[src/rtl/s1_scan_mux_if.sv]
// Channel-select bus for s1_scan_mux: packed channel data and selection
// controls in, registered channel-tagged sample out.
interface s1_scan_mux_if #(
  parameter int SIZE = 5,
  parameter int CH   = 4
);
  localparam int SELW = (CH > 1) ? $clog2(CH) : 1;

  logic [CH*SIZE-1:0] din;
  logic [SELW-1:0]    sel;
  logic               mode;
  logic               en;
  logic [CH-1:0]      mask;
  logic [SIZE-1:0]    out;
  logic [SELW-1:0]    out_ch;
  logic               out_valid;

  // Producer side: drives channel data and selection controls.
  modport master (
    output din, sel, mode, en, mask,
    input  out, out_ch, out_valid
  );

  // Selector side: consumes the controls and presents the tagged sample.
  modport slave (
    input  din, sel, mode, en, mask,
    output out, out_ch, out_valid
  );
endinterface

[src/rtl/s1_scan_mux.sv]
// s1_scan_mux: picks one of CH channels either by direct index or by
// round-robin scan over an enable mask, then carries the sample through a
// DEPTH-stage pipeline tagged with its source channel and a valid bit.
// Bubbles move the valid bit only; data/channel fields hold their last
// valid contents so out keeps showing the most recent sample.
module s1_scan_mux #(
  parameter int SIZE  = 5,
  parameter int CH    = 4,
  parameter int DEPTH = 2
) (
  input logic          clk,
  input logic          CLR,
  s1_scan_mux_if.slave bus
);
  localparam int SELW = (CH > 1) ? $clog2(CH) : 1;

  // Constant-indexed mux so every slice base is static.
  function automatic logic [SIZE-1:0] pick(input logic [CH*SIZE-1:0] d,
                                           input logic [SELW-1:0]    idx);
    logic [SIZE-1:0] r;
    r = '0;
    for (int c = 0; c < CH; c++) begin
      if (idx == SELW'(c)) begin
        r = d[c*SIZE +: SIZE];
      end else begin
        r = r;
      end
    end
    return r;
  endfunction

  logic [SELW-1:0] ptr;
  logic [SELW-1:0] ptr_next;
  logic [SELW:0]   cand;
  logic            found;
  logic [SELW-1:0] k;
  logic            sel_ok;
  logic            cap_valid;
  logic [SELW-1:0] cap_ch;
  logic [SIZE-1:0] cap_data;

  logic [SIZE-1:0] data_q [DEPTH];
  logic [SELW-1:0] ch_q   [DEPTH];
  logic [DEPTH-1:0] valid_q;

  // The extra MSB on the compare keeps indices >= CH (non-power-of-two CH) out.
  assign sel_ok   = ({1'b0, bus.sel} < (SELW+1)'(CH));
  assign cap_data = pick(bus.din, cap_ch);

  // Find the first eligible channel at or after ptr, wrapping past CH-1.
  always_comb begin
    found = 1'b0;
    k     = '0;
    cand  = '0;
    for (int i = 0; i < CH; i++) begin
      cand = {1'b0, ptr} + (SELW+1)'(i);
      if (cand >= (SELW+1)'(CH)) begin
        cand = cand - (SELW+1)'(CH);
      end else begin
        cand = cand;
      end
      if (!found && bus.mask[cand[SELW-1:0]]) begin
        found = 1'b1;
        k     = cand[SELW-1:0];
      end else begin
        found = found;
      end
    end
  end

  // Decide what stage 1 captures this edge and where the scan pointer goes.
  always_comb begin
    cap_valid = 1'b0;
    cap_ch    = '0;
    ptr_next  = ptr;
    if (!bus.en) begin
      cap_valid = 1'b0;
    end else if (!bus.mode) begin
      cap_valid = sel_ok;
      cap_ch    = bus.sel;
    end else begin
      cap_valid = found;
      cap_ch    = k;
      if (found) begin
        ptr_next = (k == SELW'(CH - 1)) ? '0 : k + SELW'(1);
      end else begin
        ptr_next = ptr;
      end
    end
  end

  // Scan pointer plus the capture stage and the shifting pipeline.
  always_ff @(posedge clk or posedge CLR) begin
    if (CLR) begin
      ptr     <= '0;
      valid_q <= '0;
      for (int s = 0; s < DEPTH; s++) begin
        data_q[s] <= '0;
        ch_q[s]   <= '0;
      end
    end else begin
      ptr        <= ptr_next;
      valid_q[0] <= cap_valid;
      if (cap_valid) begin
        data_q[0] <= cap_data;
        ch_q[0]   <= cap_ch;
      end
      for (int s = 1; s < DEPTH; s++) begin
        valid_q[s] <= valid_q[s-1];
        if (valid_q[s-1]) begin
          data_q[s] <= data_q[s-1];
          ch_q[s]   <= ch_q[s-1];
        end
      end
    end
  end

  assign bus.out       = data_q[DEPTH-1];
  assign bus.out_ch    = ch_q[DEPTH-1];
  assign bus.out_valid = valid_q[DEPTH-1];
endmodule

[src/flat_wrapper.sv]
// flat-port wrapper written by rule: the top's interface ports become plain ports
module s1_scan_mux_flat 
#(
  parameter int SIZE  = 5,
  parameter int CH    = 4,
  parameter int DEPTH = 2
)
  (clk, CLR, bus_din, bus_sel, bus_mode, bus_en, bus_mask, bus_out, bus_out_ch, bus_out_valid);
  s1_scan_mux_if #(.SIZE(SIZE), .CH(CH)) bus_i ();
  input logic clk;
  input logic CLR;
  input wire logic [$bits(bus_i.din)-1:0] bus_din;
  input wire logic [$bits(bus_i.sel)-1:0] bus_sel;
  input wire logic [$bits(bus_i.mode)-1:0] bus_mode;
  input wire logic [$bits(bus_i.en)-1:0] bus_en;
  input wire logic [$bits(bus_i.mask)-1:0] bus_mask;
  output wire logic [$bits(bus_i.out)-1:0] bus_out;
  output wire logic [$bits(bus_i.out_ch)-1:0] bus_out_ch;
  output wire logic [$bits(bus_i.out_valid)-1:0] bus_out_valid;
  assign bus_i.din = bus_din;
  assign bus_i.sel = bus_sel;
  assign bus_i.mode = bus_mode;
  assign bus_i.en = bus_en;
  assign bus_i.mask = bus_mask;
  assign bus_out = bus_i.out;
  assign bus_out_ch = bus_i.out_ch;
  assign bus_out_valid = bus_i.out_valid;
  s1_scan_mux #(.SIZE(SIZE), .CH(CH), .DEPTH(DEPTH)) u_core (.clk(clk), .CLR(CLR), .bus(bus_i));
endmodule
[config.mk]
export PLATFORM = sky130hd
export DESIGN_NAME = s1_scan_mux_flat
export DESIGN_NICKNAME = d
export VERILOG_FILES = /design/src/rtl/s1_scan_mux_if.sv /design/src/rtl/s1_scan_mux.sv /design/src/flat_wrapper.sv
export SDC_FILE = /design/constraint.sdc
export NUM_CORES = 1
export LEC_CHECK = 0
export CAP_MARGIN = 0
export CORE_UTILIZATION = 41
export CTS_BUF_LIST = sky130_fd_sc_hd__clkbuf_16
export DETAILED_ROUTE_END_ITERATION = 8
export PLACE_DENSITY = 0.82
export SYNTH_ARGS = -nofsm -noshare
export SYNTH_HDL_FRONTEND = slang
export SYNTH_SLANG_ARGS = --single-unit
[constraint.sdc]
create_clock -name clk -period 1.7 [get_ports clk]
set_input_delay 0.17 -clock clk [delete_from_list [all_inputs] [get_ports clk]]
set_output_delay 0.17 -clock clk [all_outputs]
set_load 0.005 [all_outputs]
## Word-level counts from Yosys, hierarchy flattened

Index checks and enable logic that the tools add are counted.

| word-level totals | value |
|---|---|
| register bits after elaboration | 18 |
| input port bits | 30 |
| output and inout bits | 8 |
| word-level logic and storage cells | 63 |

| cells by class | value |
|---|---|
| $add $sub $neg | 8 |
| $lt $le $gt $ge | 8 |
| equal/unequal tests | 4 |
| mux-type cells | 29 |
| reductions and logical operators | 8 |

Operators with widths:

| cell | number |
|---|---|
| 2-bit 2-to-1 mux | 11 |
| 5-bit 2-to-1 mux | 4 |
| 2-bit by 3-bit < comparator with 1-bit output (second input constant) | 4 |
| 1-bit 2-to-1 mux | 10 |
| 3-bit >= comparator (second input constant) | 3 |
| 1-bit binary-select mux with 2-bit select | 4 |
| 2-bit by 1-bit subtractor with 2-bit output (second input constant) | 4 |
| 2-bit by 2-bit adder with 3-bit output (second input constant) | 2 |
| 2-bit == test (second input constant) | 3 |
| 2-bit by 1-bit adder with 3-bit output (second input constant) | 1 |
| 2-bit by 3-bit >= comparator with 1-bit output (second input constant) | 1 |
| 1-bit logical AND | 3 |
| 1-bit zero test | 3 |
| 3-bit AND reduction | 1 |
| 2-bit by 1-bit adder with 2-bit output (second input constant) | 1 |
| 2-bit by 1-bit == test with 1-bit output (second input constant) | 1 |
| 2-bit zero test | 1 |

## Logic depth before layout (Yosys ltp)

Gate-level depths: netlist of run 1.

| depth | value |
|---|---|
| depth after elaboration | 21 |
| depth in mapped cells | 8 |
| depth with buffers taken out | 7 |

## Least setup slack after synthesis of run 1

OpenSTA, ideal clock, no wires.

| timing path | value |
|---|---|
| path kind | register to register |
| start | register u_core.ptr[1] |
| end | register u_core.data_q[5] in the netlist's numbering |
| library setup time | 0.104 ns |
| data arrival time | 1.630 ns |
| data required time | 1.596 ns |
| slack | -0.034 ns |
| stages on the path, launching flop included | 8 |
| path buffers | 1 |
| cell sequence | dfrtp_1 -> buf_6 -> mux2i_1 -> nor2_1 -> nor3_4 -> o21ai_1 -> a211o_1 -> a221oi_1 |

| on the way | value |
|---|---|
| word-level cells in the longest chain between the ends | 21 |
| elaborated cells on any way between the ends | 49 |
| classes of those cells | add/sub (7); order compare (4); eq/ne (3); mux (28); reduce/logical (7) |

Ends and longest elaborated chain:

| what | line | source |
|---|---|---|
| start: declaration | s1_scan_mux.sv:32 | `logic [SELW-1:0] ptr;` |
| start signal: assignment | s1_scan_mux.sv:102 | `ptr <= ptr_next;` |
| parallel branches: the longest is 21 deep, another holds 2-bit by 1-bit adder with 3-bit output | - |  |
| end signal: indexed assignment | s1_scan_mux.sv:111 | `data_q[s] <= data_q[s-1];` |
| end: declaration | s1_scan_mux.sv:42 | `logic [SIZE-1:0] data_q [DEPTH];` |

Several ways; the timed one is not identified. The select of a mux whose other input is x is not followed.
A chain may end at the register's enable or synchronous reset.

## Worst setup path after layout of run 1

| timing path | value |
|---|---|
| start | register u_core.ptr[1] |
| end | register u_core.data_q[8] in the netlist's numbering |

Same word-level chain as after synthesis.

==> report_table.html, run 1 <==
<table>
<tr><th>Metric</th><th>Value</th></tr>
<tr><th colspan="2">Critical path</th></tr>
<tr><td>Slowest cell on the critical path</td><td>sky130_fd_sc_hd__dfrtp_2</td></tr>
<tr><td>Reg2Reg Capture Point</td><td>u_core.data_q[8]$_DFFE_PP0P_</td></tr>
<tr><td>Critical path startpoint</td><td>u_core.ptr[1]$_DFFE_PP0P_</td></tr>
<tr><td>Number of buffer and inverter stages on the critical path</td><td>1</td></tr>
<tr><td>Total stage count of the critical path</td><td>7</td></tr>
<tr><td>Cell count of the worst reg-to-reg path</td><td>7</td></tr>
<tr><td>Arrival time worst endpoint</td><td>around 2000 ps</td></tr>
<tr><td>Family with the most delay on the worst path</td><td>compound AO/OA/AOI/OAI gates</td></tr>
<tr><td>R2r setup slk</td><td>-140 ps</td></tr>
<tr><td>Max FO, Critical Path</td><td>7</td></tr>
<tr><td>Critical path, cell by cell</td><td>nand2b_4, a21oi_4, buf_6, nor3_4, o21ai_1, a211o_1, a221oi_2</td></tr>
<tr><td>Kind of launch point of the worst setup path</td><td>flop</td></tr>
<tr><td>Reg2reg start</td><td>u_core.ptr[1]$_DFFE_PP0P_</td></tr>
<tr><td>Crit path capture type</td><td>flop</td></tr>
<tr><td>Worst setup path category</td><td>reg2reg</td></tr>
<tr><td>Destination of the critical timing path</td><td>u_core.data_q[8]$_DFFE_PP0P_</td></tr>
<tr><td>Largest incremental delay on the critical path</td><td>approximately 450 ps</td></tr>
<tr><td>Data required time of the critical path</td><td>~1900 ps</td></tr>
<tr><th colspan="2">Logic synthesis</th></tr>
<tr><td>Synthesized area</td><td>roughly 0.0012 mm²</td></tr>
<tr><td>Syn_nets</td><td>roughly 150</td></tr>
<tr><td>Flops &amp; latches, synth</td><td>18</td></tr>
<tr><td>Proportion of register bits with asynchronous set or reset after synthesis</td><td>1.000</td></tr>
<tr><td>Netlist cell types</td><td>29</td></tr>
<tr><td>Synth Warn #</td><td>0</td></tr>
<tr><td>Yosys top cell by area</td><td>sky130_fd_sc_hd__dfrtp_1</td></tr>
<tr><td>Primary flip-flop cell chosen by synthesis mapping</td><td>sky130_fd_sc_hd__dfrtp_1</td></tr>
<tr><td>Portion of synthesized cell area occupied by the leading cell type</td><td>0.3909</td></tr>
<tr><td>Post-Synthesis Cells</td><td>around 120</td></tr>
<tr><td>Number of enable-type register cells in the synthesized netlist</td><td>0</td></tr>
<tr><td>Top area cells in the synthesized netlist</td><td>sky130_fd_sc_hd__dfrtp_1 (39%), sky130_fd_sc_hd__mux2_2 (8.8%), sky130_fd_sc_hd__a221oi_1 (7.6%), sky130_fd_sc_hd__mux2i_1 (5.2%), sky130_fd_sc_hd__buf_4 (4.6%)</td></tr>
<tr><td>Sequential-to-total area share from yosys stat</td><td>0.3909</td></tr>
<tr><td>Syn avg cell area</td><td>9.524 µm²</td></tr>
<tr><th colspan="2">CTS</th></tr>
<tr><td>Clock tree from TritonCTS</td><td>done</td></tr>
<tr><td>CTS Buffer Depth</td><td>2</td></tr>
<tr><td>Clock latency at the later pin of the worst-skew pair</td><td>250 ps</td></tr>
<tr><td>CTS buffer count</td><td>3</td></tr>
<tr><td>Number of clock sinks seen by CTS</td><td>18</td></tr>
<tr><td>Clock transition at the registers of the reported paths</td><td>~50 ps</td></tr>
<tr><td>Number of hold-repair buffers added at the cts stage</td><td>0</td></tr>
<tr><td>Number of H-tree levels</td><td>1</td></tr>
<tr><td>Clock Root Buffer</td><td>sky130_fd_sc_hd__clkbuf_16</td></tr>
<tr><th colspan="2">Global route</th></tr>
<tr><td>Wire length of the first global-routing pass</td><td>4.995 mm</td></tr>
<tr><td>Remaining Overflow, GRT</td><td>0</td></tr>
<tr><td>Maximum number of pins on one net before global-route repair</td><td>19</td></tr>
<tr><td>Tot GR Track Use</td><td>0.2372</td></tr>
<tr><td>Vias in the first global route</td><td>between 1000 and 1500</td></tr>
<tr><td>Number of antenna violations at the first check in global routing</td><td>0</td></tr>
<tr><th colspan="2">STA</th></tr>
<tr><td>Max Freq</td><td>between 500 and 600 MHz</td></tr>
<tr><td>Accumulated negative setup slack</td><td>-645.0 ps</td></tr>
<tr><td>Setup violations, final</td><td>5</td></tr>
<tr><td>RSZ-0062 raised after global routing</td><td>yes</td></tr>
<tr><td>Share of the clock period used by the worst path after layout</td><td>1.081</td></tr>
<tr><td>Worst Clk Skew</td><td>approximately 2.2 ps</td></tr>
<tr><td>Transition time at the pin with the least slew margin</td><td>638.2 ps</td></tr>
<tr><td>Final Worst Setup Slack</td><td>-138.0 ps</td></tr>
<tr><td>Post-route worst hold slack</td><td>306.4 ps</td></tr>
<tr><td>Relative slew margins</td><td>0.5741</td></tr>
<tr><td>Final Slew Violations</td><td>0</td></tr>
<tr><td>Number of hold-slack violations in the final timing report</td><td>0</td></tr>
<tr><td>Fin crit period</td><td>approximately 1800 ps</td></tr>
<tr><th colspan="2">Drt</th></tr>
<tr><td>Routed wirelength normalized by instance count</td><td>about 16 µm</td></tr>
<tr><td>Residual antenna-violating net count after detailed routing</td><td>0</td></tr>
<tr><td>Router iterations before antenna repair</td><td>4</td></tr>
<tr><td>Overall routed net length</td><td>approximately 3.1 mm</td></tr>
<tr><td>Drt via density</td><td>a little under 6</td></tr>
<tr><td>First DRT Iteration DRCs</td><td>33</td></tr>
<tr><td>Drt drc</td><td>0</td></tr>
<tr><td>DR vias</td><td>1134</td></tr>
<tr><th colspan="2">Floorplanning</th></tr>
<tr><td>DIE AREA</td><td>0.003027 mm²</td></tr>
<tr><td>Row Count</td><td>18</td></tr>
<tr><td>DIE HEIGHT</td><td>55.02 µm</td></tr>
<tr><td>Initial Utilization</td><td>0.4488</td></tr>
<tr><td>Number of ports placed on the die boundary</td><td>38</td></tr>
<tr><td>Core area</td><td>0.002567 mm²</td></tr>
<tr><td>Chip Width</td><td>approximately 55 µm</td></tr>
<tr><th colspan="2">Cells and area</th></tr>
<tr><td>Most frequent standard cell in the layout excluding fill and tap cells</td><td>sky130_fd_sc_hd__clkdlybuf4s50_1</td></tr>
<tr><td>Antenna diode count</td><td>0</td></tr>
<tr><td>Total number of nets in the final design</td><td>197</td></tr>
<tr><td>Total of fill cells in the finished design</td><td>~180</td></tr>
<tr><td>Synth-to-layout area growth</td><td>57.22%</td></tr>
<tr><td>Commonest cells after routing, fill and taps aside</td><td>sky130_fd_sc_hd__clkdlybuf4s50_1 (34), sky130_fd_sc_hd__dfrtp_1 (17), sky130_fd_sc_hd__buf_4 (13)</td></tr>
<tr><td>Share of final-layout standard cells stronger than drive strength 1</td><td>0.3012</td></tr>
<tr><td>Final instance count without filler cells</td><td>roughly 200</td></tr>
<tr><th colspan="2">Run status</th></tr>
<tr><td>Violations in the final reports</td><td>setup timing</td></tr>
<tr><td>Run status</td><td>finished with violations</td></tr>
<tr><th colspan="2">Run</th></tr>
<tr><td>Maxcap violations</td><td>0</td></tr>
<tr><th colspan="2">Power</th></tr>
<tr><td>Power per cell area</td><td>between 900 and 1000 mW/mm²</td></tr>
<tr><td>VDD IR-drop max</td><td>0.8077 mV</td></tr>
<tr><td>Leakage Power</td><td>a little under 0.8 nW</td></tr>
<tr><td>Final Total Pwr</td><td>about 1.7 mW</td></tr>
<tr><th colspan="2">Placed design</th></tr>
<tr><td>Placed cells</td><td>between 150 and 200</td></tr>
<tr><td>Count of buffers from port buffering</td><td>37</td></tr>
<tr><td>Detailed placer's ending HPWL</td><td>between 2 and 2.5 mm</td></tr>
<tr><td>Setup Slack @ Placement</td><td>-461.8 ps</td></tr>
<tr><td>Routability cong.</td><td>around 0.86</td></tr>
<tr><th colspan="2">Worst hold path</th></tr>
<tr><td>Worst hold-check path type</td><td>in2async</td></tr>
</table>
worst reg2reg max path: stages, from the launching register on:
cell and delay [ps]:
sky130_fd_sc_hd__dfrtp_2 450, sky130_fd_sc_hd__nand2b_4 170, sky130_fd_sc_hd__a21oi_4 70, sky130_fd_sc_hd__buf_6 130
sky130_fd_sc_hd__nor3_4 260, sky130_fd_sc_hd__o21ai_1 110, sky130_fd_sc_hd__a211o_1 340, sky130_fd_sc_hd__a221oi_2 230
cells in the mapped netlist (2+ instances only):
cell type	number
sky130_fd_sc_hd__mux2i_1	6
sky130_fd_sc_hd__nor2_1	11
sky130_fd_sc_hd__a211o_1	5
sky130_fd_sc_hd__nor3b_2	2
sky130_fd_sc_hd__inv_1	7
sky130_fd_sc_hd__clkbuf_1	4
sky130_fd_sc_hd__nand2_1	5
sky130_fd_sc_hd__o21ai_1	5
sky130_fd_sc_hd__buf_4	7
sky130_fd_sc_hd__a221oi_1	10
sky130_fd_sc_hd__nor3_1	5
sky130_fd_sc_hd__a22o_1	2
sky130_fd_sc_hd__a21oi_1	6
sky130_fd_sc_hd__o21ai_0	6
sky130_fd_sc_hd__dfrtp_1	18
sky130_fd_sc_hd__mux2_2	9
stage by stage:
stage / area, µm² / util
2_1_floorplan: 1152 / -
3_3_place_gp: 1588 / 0.6184
3_5_place_dp: 1588 / 0.6184
4_1_cts: 1757 / 0.6842
5_1_grt: 1812 / 0.7057
6_report: 1812 / 0.7057
state kept, by name, summed over array words and instances, names as in the netlist:
name and count:
u_core.ch_q 2, u_core.ptr 2, u_core.data_q 5, u_core.bus.out_ch 2, u_core.valid_q 2, u_core.bus.out 5
how the worst min path moves through the flow:
stage / startpoint / endpoint / slack, ps / depth (start not counted)
3_5_place_dp: u_core.data_q[7]$_DFFE_PP0P_ / u_core.bus.out[2]$_DFFE_PP0P_ / 500 / 1
2_1_floorplan: CLR / u_core.bus.out[0]$_DFFE_PP0P_ / 110 / 1
3_3_place_gp: u_core.ch_q[2]$_DFFE_PP0P_ / u_core.ch_q[2]$_DFFE_PP0P_ / 490 / 1
5_1_grt: CLR / u_core.bus.out[1]$_DFFE_PP0P_ / 400 / 2
4_1_cts: CLR / u_core.bus.out[3]$_DFFE_PP0P_ / 330 / 2
6_report: CLR / u_core.bus.out[3]$_DFFE_PP0P_ / 310 / 2
cells by family (layout without fill, tap and decap cells):
family,after synthesis,after routing,share of synthesized area
DFF,18,18,0.3909
AOI/OAI and AO/OA,37,37,0.2258
muxes,15,15,0.1401
xor gates and xnor gates,1,1,0.007602
buffers and inverters,21,65,0.09771
and+or+nand+nor,29,30,0.1379
report_power, final:
group	switching, mW	internal [mW]
Clock	0.148	0.312
Sequential	0.0713	0.520
Combinational	0.284	0.389
per-layer routing:
metal  up-vias  part of all wire  global-route usage
li1        537                 -                   -
met3        11             0.072             0.04098
met2        58              0.48              0.3936
met4         0             0.026              0.1458
met1       528              0.42              0.2833
met5         -                 0                   0
layout make-up:
class / count / area (µm²) / area share
Multi-Input combinational cell: 83 / 703.2 / 0.3881
Timing Repair Buffer: 53 / 510.5 / 0.2818
Sequential cell: 18 / 451.7 / 0.2493
Clock buffer: 3 / 75.07 / 0.04144
Tap cell: 30 / 37.54 / 0.02072
Inverter: 8 / 30.03 / 0.01657
Clock inverter: 1 / 3.754 / 0.002072
what timing repair did:
action	4_1_cts	5_1_grt
endpoints found under the hold margin	0	0
gates resized for setup	17	8
gates cloned	1	0
pin swaps	9	9
setup endpoints to repair	6	6
buffers inserted	1	2
No activity file was read; power rests on OpenSTA's default activity.
==> inputs of run 2 (changes only) <==
Settings changed: CORE_ASPECT_RATIO set to 0.8.
==> run 2 against run 1 <==
  * The flow still finishes with violations (setup timing)
  * Clock power up 3%
  * Critical path type unchanged
  * Global-route usage down 0.85 points
  * Highest routed layer unchanged
  * First-iteration DRC count up 21%
  * Total power down 0.65%
  * Sequential power about the same
  * Core utilization down 0.59 points
  * Final cell count up 3.1%
  * Largest power group unchanged
  * Count of clock-buffer cells in the layout unchanged
  * Setup slack better by 37 ps
==> report_table.html, run 2 (same netlist as run 1, synthesis figures left out) <==
<table>
<tr><th>Metric</th><th>Value</th></tr>
<tr><th colspan="2">Power</th></tr>
<tr><td>Part of the total power dissipated in the clock network</td><td>0.277 (was 0.267)</td></tr>
<tr><td>Net load switching power</td><td>502.1 µW (was 503.5 µW)</td></tr>
<tr><td>Switching Share</td><td>0.2931 (was 0.2920)</td></tr>
<tr><td>Cell-internal power</td><td>1.211 mW (was 1.221 mW)</td></tr>
<tr><td>Leakage Power</td><td>0.7744 nW (was 0.7778 nW)</td></tr>
<tr><td>Power share of the sequential group</td><td>0.346 (was 0.343)</td></tr>
<tr><td>VDD IR-drop max</td><td>0.4225 mV (was 0.8077 mV)</td></tr>
<tr><td>Power per cell area</td><td>955.6 mW/mm² (was 951.9 mW/mm²)</td></tr>
<tr><td>Fraction of power consumed by combinational cells</td><td>0.377 (was 0.390)</td></tr>
<tr><th colspan="2">CTS</th></tr>
<tr><td>Clock Root Buffer</td><td>sky130_fd_sc_hd__clkbuf_16 (unchanged)</td></tr>
<tr><td>Number of H-tree levels</td><td>1 (unchanged)</td></tr>
<tr><td>Clock transition at the registers of the reported paths</td><td>50 ps (about the same)</td></tr>
<tr><td>Number of hold-repair buffers added at the cts stage</td><td>0 (unchanged)</td></tr>
<tr><td>CTS Buffer Depth</td><td>2 (unchanged)</td></tr>
<tr><td>CTS buffer count</td><td>3 (unchanged)</td></tr>
<tr><td>Clock tree from TritonCTS</td><td>done (unchanged)</td></tr>
<tr><td>Number of clock sinks seen by CTS</td><td>18 (unchanged)</td></tr>
<tr><td>Clock latency at the later pin of the worst-skew pair</td><td>250 ps (about the same)</td></tr>
<tr><th colspan="2">Worst hold path</th></tr>
<tr><td>Worst hold-check path type</td><td>in2async (unchanged)</td></tr>
<tr><th colspan="2">STA</th></tr>
<tr><td>Relative slew margins</td><td>0.6370 (was 0.5741)</td></tr>
<tr><td>Number of hold-slack violations in the final timing report</td><td>0 (unchanged)</td></tr>
<tr><td>Final Worst Setup Slack</td><td>-101.5 ps (was -138.0 ps)</td></tr>
<tr><td>Final Slew Violations</td><td>0 (unchanged)</td></tr>
<tr><td>Transition time at the pin with the least slew margin</td><td>544.6 ps (was 638.2 ps)</td></tr>
<tr><td>Max Freq</td><td>555.1 MHz (was 544.1 MHz)</td></tr>
<tr><td>Worst Clk Skew</td><td>3.930 ps (was 2.200 ps)</td></tr>
<tr><td>Share of the clock period used by the worst path after layout</td><td>1.060 (was 1.081)</td></tr>
<tr><td>Setup violations, final</td><td>6 (was 5)</td></tr>
<tr><td>Fin crit period</td><td>1801 ps (was 1838 ps)</td></tr>
<tr><td>RSZ-0062 raised after global routing</td><td>yes (unchanged)</td></tr>
<tr><td>Accumulated negative setup slack</td><td>-459.9 ps (was -645.0 ps)</td></tr>
<tr><th colspan="2">Drt</th></tr>
<tr><td>Drt drc</td><td>0 (unchanged)</td></tr>
<tr><td>Router iterations before antenna repair</td><td>4 (unchanged)</td></tr>
<tr><td>Metal2 WL</td><td>1.596 mm (was 1.513 mm)</td></tr>
<tr><td>DRT met1 WL</td><td>1.441 mm (was 1.316 mm)</td></tr>
<tr><td>Uppermost layer routed</td><td>met4 (unchanged)</td></tr>
<tr><td>First DRT Iteration DRCs</td><td>40 (was 33)</td></tr>
<tr><td>Drt via density</td><td>5.460 (was 5.786)</td></tr>
<tr><td>DR vias</td><td>1103 (was 1134)</td></tr>
<tr><td>Met3 WL post-DR</td><td>126 µm (was 227 µm)</td></tr>
<tr><td>Overall routed net length</td><td>3.222 mm (was 3.140 mm)</td></tr>
<tr><td>Routed wirelength normalized by instance count</td><td>15.95 µm (was 16.02 µm)</td></tr>
<tr><td>Residual antenna-violating net count after detailed routing</td><td>0 (unchanged)</td></tr>
<tr><th colspan="2">Critical path</th></tr>
<tr><td>Reg2Reg Capture Point</td><td>u_core.data_q[8]$_DFFE_PP0P_ (unchanged)</td></tr>
<tr><td>Cell count of the worst reg-to-reg path</td><td>8 (was 7)</td></tr>
<tr><td>Arrival time worst endpoint</td><td>1910 ps (was 2000 ps)</td></tr>
<tr><td>Reg2reg start</td><td>u_core.ptr[1]$_DFFE_PP0P_ (unchanged)</td></tr>
<tr><td>Crit path capture type</td><td>flop (unchanged)</td></tr>
<tr><td>R2r setup slk</td><td>-100 ps (was -140 ps)</td></tr>
<tr><td>Data required time of the critical path</td><td>1810 ps (was 1860 ps)</td></tr>
<tr><td>Worst setup path category</td><td>reg2reg (unchanged)</td></tr>
<tr><td>Kind of launch point of the worst setup path</td><td>flop (unchanged)</td></tr>
<tr><td>Max FO, Critical Path</td><td>9 (was 7)</td></tr>
<tr><th colspan="2">Placed design</th></tr>
<tr><td>Detailed placer's ending HPWL</td><td>2.290 mm (was 2.228 mm)</td></tr>
<tr><td>Setup Slack @ Placement</td><td>-441.4 ps (was -461.8 ps)</td></tr>
<tr><td>Placed instance area</td><td>0.001588 mm² (unchanged)</td></tr>
<tr><td>Placed cells</td><td>193 (was 188)</td></tr>
<tr><td>Count of buffers from port buffering</td><td>37 (unchanged)</td></tr>
<tr><td>Routability cong.</td><td>0.8109 (was 0.8624)</td></tr>
<tr><th colspan="2">Floorplanning</th></tr>
<tr><td>Chip Width</td><td>61.27 µm (was 55.02 µm)</td></tr>
<tr><td>Number of ports placed on the die boundary</td><td>38 (unchanged)</td></tr>
<tr><td>DIE AREA</td><td>0.003028 mm² (was 0.003027 mm²)</td></tr>
<tr><td>Row Count</td><td>16 (was 18)</td></tr>
<tr><td>Core area</td><td>0.002562 mm² (was 0.002567 mm²)</td></tr>
<tr><td>Initial Utilization</td><td>0.4497 (was 0.4488)</td></tr>
<tr><td>DIE HEIGHT</td><td>49.42 µm (was 55.02 µm)</td></tr>
<tr><th colspan="2">Global route</th></tr>
<tr><td>Maximum number of pins on one net before global-route repair</td><td>19 (unchanged)</td></tr>
<tr><td>Vias in the first global route</td><td>1071 (was 1129)</td></tr>
<tr><td>Wire length of the first global-routing pass</td><td>5.016 mm (was 4.995 mm)</td></tr>
<tr><td>Tot GR Track Use</td><td>0.2288 (was 0.2372)</td></tr>
<tr><td>Number of antenna violations at the first check in global routing</td><td>0 (unchanged)</td></tr>
<tr><td>Remaining Overflow, GRT</td><td>0 (unchanged)</td></tr>
<tr><th colspan="2">Cells and area</th></tr>
<tr><td>Total number of nets in the final design</td><td>197 (unchanged)</td></tr>
<tr><td>Commonest cells after routing, fill and taps aside</td><td>sky130_fd_sc_hd__clkdlybuf4s50_1 (35), sky130_fd_sc_hd__dfrtp_1 (17), sky130_fd_sc_hd__buf_4 (14) (was sky130_fd_sc_hd__clkdlybuf4s50_1 (34), sky130_fd_sc_hd__dfrtp_1 (17), sky130_fd_sc_hd__buf_4 (13))</td></tr>
<tr><td>Post-Layout Inst Area</td><td>0.001793 mm² (was 0.001812 mm²)</td></tr>
<tr><td>Share of final-layout standard cells stronger than drive strength 1</td><td>0.2771 (was 0.3012)</td></tr>
<tr><td>Synth-to-layout area growth</td><td>55.59% (was 57.22%)</td></tr>
<tr><td>Final instance count without filler cells</td><td>202 (was 196)</td></tr>
<tr><td>Antenna diode count</td><td>0 (unchanged)</td></tr>
<tr><td>Most frequent standard cell in the layout excluding fill and tap cells</td><td>sky130_fd_sc_hd__clkdlybuf4s50_1 (unchanged)</td></tr>
<tr><td>Total of fill cells in the finished design</td><td>216 (was 183)</td></tr>
<tr><th colspan="2">Run status</th></tr>
<tr><td>Violations in the final reports</td><td>setup timing (unchanged)</td></tr>
<tr><td>Run status</td><td>finished with violations (unchanged)</td></tr>
<tr><th colspan="2">Run</th></tr>
<tr><td>Maxcap violations</td><td>0 (unchanged)</td></tr>
</table>
## run 2: final cells by class
class,count,area [µm²],share of cell area
timing repair buffer,54,528.0,0.2945
multi-input combinational,82,659.4,0.3678
clock inverter,1,3.754,0.002094
inverter,8,30.03,0.01675
clock buffer,3,75.07,0.04187
tap,36,45.04,0.02512
sequential,18,451.7,0.2519
## run 2: worst max-delay path by stage
| stage | from | slack [ps] | to |
|---|---|---|---|
| 2_1_floorplan | u_core.ptr[1]$_DFFE_PP0P_ | 0.5 | u_core.data_q[5]$_DFFE_PP0P_ |
| 6_report | u_core.ptr[1]$_DFFE_PP0P_ | -100 | u_core.data_q[8]$_DFFE_PP0P_ |
| 3_3_place_gp | bus_mask[0] | -300 | u_core.data_q[5]$_DFFE_PP0P_ |
| 3_5_place_dp | bus_mask[0] | -440 | u_core.data_q[6]$_DFFE_PP0P_ |
| 5_1_grt | u_core.ptr[1]$_DFFE_PP0P_ | -210 | u_core.data_q[6]$_DFFE_PP0P_ |
| 4_1_cts | u_core.ptr[1]$_DFFE_PP0P_ | -90 | u_core.data_q[8]$_DFFE_PP0P_ |
## run 2: metrics by stage
| step | total power, mW | utilization | hold WS, ps |
|---|---|---|---|
| 2_1_floorplan | 0.9209 | - | 108.6 |
| 3_3_place_gp | 1.102 | 0.6196 | 486.8 |
| 3_5_place_dp | 1.130 | 0.6196 | 499.5 |
| 4_1_cts | 1.663 | 0.6699 | 249.4 |
| 5_1_grt | 1.798 | 0.6997 | 308.3 |
| 6_report | 1.713 | 0.6997 | 242.1 |
## run 2: worst max-delay path, cell delays in order (launching register included)
cell and delay [ps]:
sky130_fd_sc_hd__dfrtp_2 440, sky130_fd_sc_hd__nand2b_1 140, sky130_fd_sc_hd__a21oi_2 70, sky130_fd_sc_hd__nor3_4 230, sky130_fd_sc_hd__buf_12 160, sky130_fd_sc_hd__nor3b_4 50, sky130_fd_sc_hd__buf_6 130, sky130_fd_sc_hd__a221oi_2 330
sky130_fd_sc_hd__a221oi_2 90
## run 2: metal layers
metal  global-route usage  up-vias
li1                     -      529
met1               0.3114      521
met2               0.3514       49
met3              0.03183        4
met4               0.1061        0
met5                    0        -
## run 2: repair_timing
action / in CTS / in global routing
pin swaps: 4 / 7
endpoints found under the hold margin: 0 / 0
buffers inserted: 2 / 3
resized for setup: 6 / 10
setup endpoints to repair: 5 / 7
## run 2: power groups by stage
stage	clock network (mW)	logic [mW]	registers, mW
2_1_floorplan	0	0.364	0.557
3_3_place_gp	0	0.519	0.584
3_5_place_dp	0	0.539	0.591
4_1_cts	0.479	0.598	0.587
5_1_grt	0.504	0.695	0.600
6_report	0.475	0.645	0.593
==> RTL edit: new RTL, flow settings as in run 2 <==
`CH` is set to 4 in 3 places; all go to 2.
--- a/src/rtl/s1_scan_mux_if.sv
+++ b/src/rtl/s1_scan_mux_if.sv
@@ -2,7 +2,7 @@
 // controls in, registered channel-tagged sample out.
 interface s1_scan_mux_if #(
   parameter int SIZE = 5,
-  parameter int CH   = 4
+  parameter int CH   = 2
 );
   localparam int SELW = (CH > 1) ? $clog2(CH) : 1;
 
--- a/src/rtl/s1_scan_mux.sv
+++ b/src/rtl/s1_scan_mux.sv
@@ -5,7 +5,7 @@
 // valid contents so out keeps showing the most recent sample.
 module s1_scan_mux #(
   parameter int SIZE  = 5,
-  parameter int CH    = 4,
+  parameter int CH    = 2,
   parameter int DEPTH = 2
 ) (
   input logic          clk,
--- a/src/flat_wrapper.sv
+++ b/src/flat_wrapper.sv
@@ -2,7 +2,7 @@
 module s1_scan_mux_flat 
 #(
   parameter int SIZE  = 5,
-  parameter int CH    = 4,
+  parameter int CH    = 2,
   parameter int DEPTH = 2
 )
   (clk, CLR, bus_din, bus_sel, bus_mode, bus_en, bus_mask, bus_out, bus_out_ch, bus_out_valid);
Ports: changed (resized bus_din, bus_mask, bus_out_ch and bus_sel); port bits go from 38 to 24. No check against the original RTL was run, so the function may have changed too.
==> RTL edit against run 2 <==
Non-clock buffer count shrank 30. Power shrank 34%. Wire length shrank 59%. Design area shrank 45%. Global-route usage shrank 3.9 points. Critical path depth shrank 3. Sequential cell count shrank 3. Synthesized area shrank 40%. Worst hold slack gained 0.034 ns. Via count shrank 54%. Worst setup slack gained 0.48 ns.
==> RTL edit: results <==
export IMPL_status="finished, final reports clean"
export IMPL_finalHoldViolCount=0
export IMPL_gr_usage_met3=0.0981
export IMPL_yosysWarnings=0
export IMPL_clkLatencyLatePin_ns=0.25
export IMPL_nFillCells=117
export IMPL_hold_class="in -> async"
export IMPL_cts_resized_gates=0
export IMPL_grt_start_max_net_pins=16
export IMPL_slowest_stage="clkdlybuf4s50_1"
export IMPL_fin_setup_tns_ns=0
export IMPL_nNetsFinal=98
export IMPL_clk_path_buf_depth=2
export IMPL_cts_root_buffer="clkbuf_16"
export IMPL_synth_area_leaders="dfrtp_1, mux2_2, a221o_1, buf_4, nand2_1"
export IMPL_crit_family="buffers and inverters"
export IMPL_async_flop_share=1.00
export IMPL_grt_use_total=0.190
export IMPL_drt_total_wl_mm=1.33
export IMPL_htreeDepth=1
export IMPL_first_global_vias=442
export IMPL_worstPathMaxFanout=6
export IMPL_post_cts_buffers=0
export IMPL_met2_usage=0.274
export IMPL_dp_hpwl_um=939
export IMPL_skew_ns=0.000397
export IMPL_use_met1=0.215
export IMPL_critPathArrivalTime_ns=1.45
export IMPL_top_layer_used="met4"
export IMPL_place_gp_congestion=0.778
export IMPL_vias_per_cell=4.99
export IMPL_drt_met1_wl_um=562
export IMPL_netlist_instances=59
export IMPL_grt_pass1_wl_mm=2.08
export IMPL_syn_num_nets=76
export IMPL_placed_cell_area_um2=912
export IMPL_p_leak_nw=0.435
export IMPL_antenna_cells=0
export IMPL_antenna_found_initial=0
export IMPL_numPlacedInstances=97
export IMPL_initial_core_util=0.467
export IMPL_drive_gt1_frac=0.188
export IMPL_post_drt_wl_per_cell_um=13.1
export IMPL_peakVddDrop_uv=875
export IMPL_relSlewSlack=0.632
export IMPL_numPortBuffers=23
export IMPL_cpPeakStageDelay_ns=0.55
export IMPL_cts_buffers=3
export IMPL_drt_first_pass_iters=3
export IMPL_drtIter0Drc=10
export IMPL_ys_flop_type="dfrtp_1"
export IMPL_ys_types=17
export IMPL_clk_pin_slew_ns=0.05
export IMPL_ys_seq_area_frac=0.541
export IMPL_synth_common_cells="dfrtp_1, nand2_1, nor2_1"
export IMPL_dr_wl_met2_um=668
export IMPL_wl_met3_um=79
==> RTL edit: cell types whose count changed after synthesis, moves of 5 or more <==
cell,before,now
nor3_1,5,0
a21oi_1,6,0
a221oi_1,10,0
mux2i_1,6,0
a211o_1,5,0
o21ai_0,6,1
a221o_1,0,5
o21ai_1,5,0
==> RTL edit: per-stage QoR <==
| stage | setup WS (ns) | hold WS (ns) | util |
|---|---|---|---|
| after floorplan | 0.483 | 0.0715 | - |
| after global placement | 0.154 | 0.475 | 0.614 |
| after detailed placement | 0.134 | 0.493 | 0.614 |
| after CTS | 0.371 | 0.304 | 0.668 |
| after global routing | 0.301 | 0.350 | 0.668 |
| final | 0.377 | 0.276 | 0.668 |
==> RTL edit: final cells by class <==
class	count	area, um^2	share of cell area
Clock inverter	1	5.00	0.00504
Tap cell	21	26.3	0.0265
Clock buffer	3	75.1	0.0757
Timing Repair Buffer	24	238	0.240
Multi-Input combinational cell	33	258	0.260
Inverter	4	15.0	0.0151
Sequential cell	15	375	0.378
==> RTL edit: where the power goes <==
part,switching (W),internal [W]
Clock,0.000145,0.000314
Sequential,0.0000336,0.000416
Combinational,0.0000704,0.000148
Total,0.000249,0.000878
==> RTL edit: logic make-up after synthesis <==
logic type      Yosys count  synth area share
flops                    15             0.541
compound gates           10             0.171
buf+inv                  11            0.0883
mux                       6            0.0973
simple gates             17             0.103
==> RTL edit: final timing paths <==
kind	from	slack, ns	endpoint	cells past startpoint
max	bus_mask[0]	0.38	u_core.data_q[6]	5
min	CLR	0.28	u_core.bus.out[3]	2
max reg2reg	u_core.ptr	0.38	u_core.data_q[6]	4
min reg2reg	u_core.bus.out[2]	0.50	u_core.bus.out[2]	1
max in group asynchronous	CLR	1.06	u_core.bus.out_ch	2
min in group clk	u_core.bus.out[2]	0.50	u_core.bus.out[2]	1
